===== src/rtl/fifo_param.sv =====
// Parametrised single-clock FIFO with occupancy count, programmable
// almost-full/almost-empty thresholds, sticky overflow/underflow flags and
// a selectable registered or first-word-fall-through read port.
module fifo_param #(
   parameter int WIDTH     = 8,
   parameter int DEPTH     = 8,
   parameter int AF_MARGIN = 1,
   parameter int AE_MARGIN = 1,
   parameter int FWFT      = 0
) (
   input  logic                       clk,
   input  logic                       rst,
   input  logic                       we,
   input  logic                       re,
   input  logic [WIDTH-1:0]           data_in,
   input  logic                       clr_err,
   output logic [WIDTH-1:0]           data_out,
   output logic                       full,
   output logic                       empty,
   output logic                       half,
   output logic                       almost_full,
   output logic                       almost_empty,
   output logic [$clog2(DEPTH):0]     count,
   output logic                       overflow,
   output logic                       underflow
);

   localparam int AW = $clog2(DEPTH);
   localparam int CW = AW + 1;

   // Flag thresholds pre-sized to the count width so every compare is exact.
   localparam logic [CW-1:0] DEPTH_C = CW'(DEPTH);
   localparam logic [CW-1:0] HALF_C  = CW'(DEPTH / 2);
   localparam logic [CW-1:0] AF_C    = CW'(DEPTH - AF_MARGIN);
   localparam logic [CW-1:0] AE_C    = CW'(AE_MARGIN);

   logic [WIDTH-1:0] mem [DEPTH];

   logic [AW-1:0] wr_ptr_reg;
   logic [AW-1:0] rd_ptr_reg;
   logic [CW-1:0] count_reg;
   logic          overflow_reg;
   logic          underflow_reg;

   logic wr_acc;
   logic rd_acc;
   logic ovf_set;
   logic udf_set;

   // Transfer acceptance and error events; a write into a full FIFO is
   // accepted only when a read frees a slot in the same cycle.
   always_comb begin
      wr_acc  = we && (!full || re);
      rd_acc  = re && !empty;
      ovf_set = we && full && !re;
      udf_set = re && empty;
   end

   // Storage array: write port only, contents are never reset.
   always_ff @(posedge clk) begin
      if (wr_acc) begin
         mem[wr_ptr_reg] <= data_in;
      end
   end

   // Pointers, occupancy and sticky error flags.
   always_ff @(posedge clk or posedge rst) begin
      if (rst) begin
         wr_ptr_reg    <= '0;
         rd_ptr_reg    <= '0;
         count_reg     <= '0;
         overflow_reg  <= 1'b0;
         underflow_reg <= 1'b0;
      end else begin
         if (wr_acc) begin
            wr_ptr_reg <= wr_ptr_reg + AW'(1);
         end
         if (rd_acc) begin
            rd_ptr_reg <= rd_ptr_reg + AW'(1);
         end
         case ({wr_acc, rd_acc})
            2'b10:   count_reg <= count_reg + CW'(1);
            2'b01:   count_reg <= count_reg - CW'(1);
            default: count_reg <= count_reg;
         endcase
         // A new error event in the clear cycle keeps the flag set.
         if (ovf_set) begin
            overflow_reg <= 1'b1;
         end else if (clr_err) begin
            overflow_reg <= 1'b0;
         end
         if (udf_set) begin
            underflow_reg <= 1'b1;
         end else if (clr_err) begin
            underflow_reg <= 1'b0;
         end
      end
   end

   // Status flags decode only the registered count, so they are glitch-free
   // with respect to we/re.
   assign count        = count_reg;
   assign full         = (count_reg == DEPTH_C);
   assign empty        = (count_reg == '0);
   assign half         = (count_reg >= HALF_C);
   assign almost_full  = (count_reg >= AF_C);
   assign almost_empty = (count_reg <= AE_C);
   assign overflow     = overflow_reg;
   assign underflow    = underflow_reg;

   generate
      if (FWFT == 0) begin : g_reg_read
         logic [WIDTH-1:0] data_out_reg;

         // Registered read: the popped word is captured on the accepting edge.
         always_ff @(posedge clk or posedge rst) begin
            if (rst) begin
               data_out_reg <= '0;
            end else if (rd_acc) begin
               data_out_reg <= mem[rd_ptr_reg];
            end
         end

         assign data_out = data_out_reg;
      end else begin : g_fwft_read
         // Head of queue is shown directly; zero while there is nothing to show.
         assign data_out = empty ? '0 : mem[rd_ptr_reg];
      end
   endgenerate

endmodule


===== config.mk =====
export PLATFORM = sky130hd
export DESIGN_NAME = fifo_param
export DESIGN_NICKNAME = d
export VERILOG_FILES = /design/src/rtl/fifo_param.sv
export SDC_FILE = /design/constraint.sdc
export NUM_CORES = 1
export LEC_CHECK = 0
export ABC_AREA = 1
export CAP_MARGIN = 20
export CELL_PAD_IN_SITES_DETAIL_PLACEMENT = 0
export CELL_PAD_IN_SITES_GLOBAL_PLACEMENT = 1
export CORE_MARGIN = 8
export CORE_UTILIZATION = 45
export CTS_CLUSTER_SIZE = 20
export DETAILED_ROUTE_END_ITERATION = 12
export MAX_ROUTING_LAYER = met4
export PLACE_DENSITY_LB_ADDON = 0.1
export SYNTH_ARGS = -nofsm -noshare
export SYNTH_HDL_FRONTEND = slang
export SYNTH_SLANG_ARGS = --single-unit

===== constraint.sdc =====
create_clock -name clk -period 2.4 [get_ports clk]
set_clock_uncertainty 0.05 [all_clocks]
set_input_delay 0.24 -clock clk [delete_from_list [all_inputs] [get_ports clk]]
set_output_delay 0.24 -clock clk [all_outputs]
set_load 0.01 [all_outputs]

---- Word level (Yosys, flattened, before mapping) ----
Memory sizes are Yosys's and may differ from the RTL's. A register that Yosys moved wholly into a read port is not among the register bits.
Cells that the tools add are included.
storage, ports and cells
  RAM bits ................................ 64
  logic and storage cells ................. 35
  flip-flop bits (word level) ............. 12
  bits in latches ......................... 0
  output and inout bits ................... 19
  bits in read-only memories .............. 0
  memories ................................ 1
memory list
  memory  words  bits a word  read ports  clocked after Yosys merged registers in  write ports  RTL line  text
  mem     8      8            1           1                                        1            37        logic [WIDTH-1:0] mem [DEPTH];
operators by class
  eq/ne operators ......................... 3
  div/mod/pow operators ................... 0
  reduce and logical (&&, ||, !) cells .... 13
  add/subtract/negate cells ............... 4
  order comparisons ....................... 3
  multipliers ............................. 0
  shift-type cells ........................ 0
  bitwise logic cells ..................... 0
  mux-type cells .......................... 6
operator list
  kind                                                                count
  greater-or-equal comparator 4 x 3 -> 1 bit (second input constant)  2
  one-hot mux 4 bit (2 select lines)                                  1
  adder 3 x 1 -> 3 bit (second input constant)                        2
  nonzero test 2 bit                                                  3
  logical AND 1 bit                                                   5
  two-way mux 1 bit                                                   5
  adder 4 x 1 -> 4 bit (second input constant)                        1
  == test 4 bit (second input constant)                               1
  <= comparator 4 x 1 -> 1 bit (second input constant)                1
  zero test 4 bit                                                     1
  subtractor 4 x 1 -> 4 bit (second input constant)                   1
  zero test 1 bit                                                     3
  == test 2 x 1 -> 1 bit (second input constant)                      1
  == test 2 bit (second input constant)                               1
  logical OR 1 bit                                                    1

---- Longest topological paths before layout ----
  depth after elaboration ................. 6
  mapped depth ............................ 13
  mapped depth without buffers ............ 13

---- Worst setup path after synthesis ----
Ideal clock, no wire load.
  path kind ............................... flip-flop to flip-flop
  start ................................... register count_reg[0] (netlist: count[0])
  end ..................................... memory mem[0][0] (enable)
  stages on the path, launching flop included .. 8
  data required time ...................... 1980 ps
  period minus slack after synthesis ...... 2099 ps
  data arrival time ....................... 1679 ps
  setup time .............................. 370 ps
  slack ................................... 301 ps
  path through ............................ dfrtp_1 -> inv_1 -> ha_1 -> inv_1 -> nor3_4 -> a21boi_1 -> nand2_1 -> nor2_1
on the way
  cells in the longest elaborated chain, start to end .. 6
RTL lines
  item                                     RTL line  text
  from (decl)                              41        logic [CW-1:0] count_reg;
  from (signal assigned)                   82        2'b10: count_reg <= count_reg + CW'(1);
  from (signal assigned)                   83        2'b01: count_reg <= count_reg - CW'(1);
  from (signal assigned)                   84        default: count_reg <= count_reg;
  == test 4 bit                            103       assign full = (count_reg == DEPTH_C);
  named net full                           18        output logic full,
  zero test 1 bit                          53        wr_acc = we && (!full || re);
  logical OR 1 bit                         53
  logical AND 1 bit                        53
  two-way mux 1 bit                        61        if (wr_acc) begin
  two-way mux 1 bit (not written as such)  62        mem[wr_ptr_reg] <= data_in;
  to (decl)                                37
The timed path passes the listed nets, and every way through them passes these cells.

---- Worst setup path after layout ----
  start ................................... register count_reg[1] (netlist: count[1])
  end ..................................... output port empty
on the way
  cells in the longest elaborated chain, start to end .. 1
RTL lines
  item             RTL line  text
  zero test 4 bit  104       assign empty = (count_reg == '0);
  to (decl)        19        output logic empty,
Every way passes these cells.

==> impl_metrics.toml <==
[placement]
place_congestion = 0.798
port_buffers = 31
dp_hpwl_um = 5290

[logic_synthesis]
synth_area_leaders = "edfxtp_1, dfrtp_1, nand2_1, nand3_1, inv_1"
synth.yosys.seq_area_share_pct = 65.1
synth_area_leader_cell = "edfxtp_1"
syn-num-nets = 387
synth_area_um2 = 3720
ys_seq_elements = 84
syn_area_per_cell_um2 = 10.1
synth_cell_types = 26
ys_warn_count = 0
postSynthCellCount = 368
synth_top_cell_area_share_pct = 51.6

[grt]
grt_pass1_wl_um = 12800
grt-ovfl-total = 0
grt_max_degree = 35
antenna_found_initial = 0
grt_pass1_vias = 2412
grt_usage_pct = 15.3

[sta]
period_needed_ns = 2.25
slew_headroom_pct = 49.1
slew_viol_final = 0
max_freq_mhz = 444
setup_violations = 0
rsz0062_at_grt = "false"
tns_ns = 0
hold_ws_ns = 0.266
finalHoldViolCount = 0
tightest_slew_ns = 0.763
min_period_over_period_pct = 93.8

[clock_network]
postCtsSetupBuffers = 0
insertion_delay_ns = 0.35
clkTransAtPathRegs_ns = 0.09
cts_buffers = 9
htree_levels = 3
cts_root_buf = "clkbuf_8"
cts.sinks = 84
cts_tree = "done"
clockBufferDepth = 2

[critical_path]
critical_path_required_ns = 2.11
regToRegSetupSlack_ns = 0.29
crit_chain = "inv_1 > ha_1 > inv_1 > nor2_4 > clkdlybuf4s50_1"
worstPathMaxFanout = 5
endpoint_kind = "output pin"
slowest_stage = "clkdlybuf4s50_1"
critPathLaunchType = "flip-flop"
cp.arrival_ns = 1.96
crit_buf_inv = 3
path_common_cell = "inv_1"
cpPeakStageDelay_ns = 0.57
critPathTopFamily = "buffers and inverters"
crit_type = "flip-flop to output pin"

[finish]
multi_input_area_um2 = 981
largest_register_ff_count = 64
final_util_pct = 55.0
regArea_um2 = 2420
antennaDiodeCount = 0
syn2layout_area_growth_pct = 20.2
fillerInstances = 741
nNetsFinal = 432
drive_above_1_share_pct = 9.33

[power]
p_sw_uw = 1830
clockPowerShare_pct = 24.5
internal_power_uw = 3440
p_leak_uw = 0.00199
pwr-share-seq_pct = 38.6
p_sw_share_pct = 34.7
combPwrFrac_pct = 36.9
power_uw = 5270
peakVddDrop_uv = 498
powerDensity_nw_per_um2 = 1180

[die]
core-area_um2 = 8130
die_w_um = 107
initial_core_util_pct = 45.8
fp.dieH_um = 107
top_level_ports = 32
num_rows = 33
dieArea_um2 = 11400

[run]
max_cap_violations = 0

[routing]
vias = 2459
drt_iter0_markers = 71
wl_per_cell_um = 15.1
drc_errors = 0
dr.pass1.iters = 4
ant_nets = 0
viasPerCell = 4.70
finalWirelength_um = 7900

[worst_hold_path]
min_path_type = "input pin to asynchronous set/reset pin"

[outcome]
status = "completed"
-- cell usage in the layout (no fill, tap or decap), types with 3 or more instances in the layout --
master | Yosys | routed
nand2_1 | 117 | 117
inv_2 | 4 | 4
buf_4 | 1 | 15
clkbuf_8 | 0 | 9
edfxtp_1 | 64 | 64
o21ai_0 | 6 | 6
bufinv_16 | 0 | 4
dfrtp_1 | 20 | 19
ha_1 | 6 | 6
inv_1 | 62 | 62
clkdlybuf4s50_1 | 0 | 31
xor2_1 | 3 | 3
nand3_1 | 50 | 50
xnor2_1 | 3 | 3
nor2_1 | 10 | 10
-- cell families (layout without fill, tap and decap cells) --
logic type / count (synthesis) / in the layout / share of synthesized area, %
buf+inv: 79 / 129 / 8.60
compound gates: 11 / 11 / 1.65
xor+xnor: 6 / 6 / 1.41
fa+ha+maj: 6 / 6 / 2.02
simple gates: 182 / 182 / 21.3
flops: 84 / 84 / 65.1
-- power groups by stage --
stage                     clock, µW  sequential (µW)  combinational, µW
after CTS                      1320             2040               2000
after global placement            0             2060               1990
after detailed placement          0             2070               1990
after floorplan                   0             2090               1200
after global routing           1370             2080               2200
final                          1290             2040               1940
-- what timing repair did --
item                                    in CTS  in global routing
hold buffers                                 0                  0
endpoints found under the setup margin       0                  1
gates resized for setup                      0                  1
-- synth_stat cells (all sizes together) --
cell type / n
nand4: 1
o21ai: 7
xor2: 3
edfxtp: 64
a21oi: 1
ha: 6
buf: 11
clkinv: 1
xnor2: 3
o21a: 1
a21boi: 1
inv: 66
dfrtp: 20
o22ai: 1
nor3: 1
nor2: 12
nand3: 50
clkbuf: 1
nand2: 118
-- path summary, 6_finish.rpt --
path                                  start     endpoint  cells past startpoint
max in group asynchronous               rst     count[0]                      2
worst max-delay path               count[1]        empty                      5
worst max register to register     count[1]     count[2]                     11
worst min register to register  data_out[1]  data_out[1]                      2
min in group clk                    clr_err    underflow                      2
worst min-delay path                    rst  data_out[1]                      2
-- per-layer routing --
layer	GRT usage, %	vias to the layer above	routed length, µm
met4	7.04	0	129
met1	18.2	1135	3460
met5	-	-	0
met3	2.64	11	320
li1	-	1261	-
met2	25.0	52	3990
-- through the flow --
stage,area [µm²],instances,setup slack [ns]
2_1_floorplan,3720,368,0.301
3_3_place_gp,4210,507,0.341
3_5_place_dp,4210,507,0.286
4_1_cts,4470,523,0.105
5_1_grt,4470,523,0.0275
6_report,4470,523,0.148
-- area by class of cell --
class	instances	area share, %
Clock inverter	6	3.05
Timing Repair Buffer	46	9.45
Tap cell	105	2.94
Sequential cell	84	54.2
Clock buffer	10	2.85
Multi-Input combinational cell	205	21.9
Inverter	67	5.62
-- worst register-to-register path, cell delays in order, from the launching register on --
cell,delay [ns]
dfrtp_1,0.44
inv_1,0.12
ha_1,0.17
inv_1,0.11
nor3_4,0.18
nand2_1,0.08
nand2_1,0.14
ha_1,0.31
a21oi_1,0.13
o21ai_0,0.11
xor2_1,0.13
inv_1,0.05
Note: power is estimated with default switching activity, not from simulation.
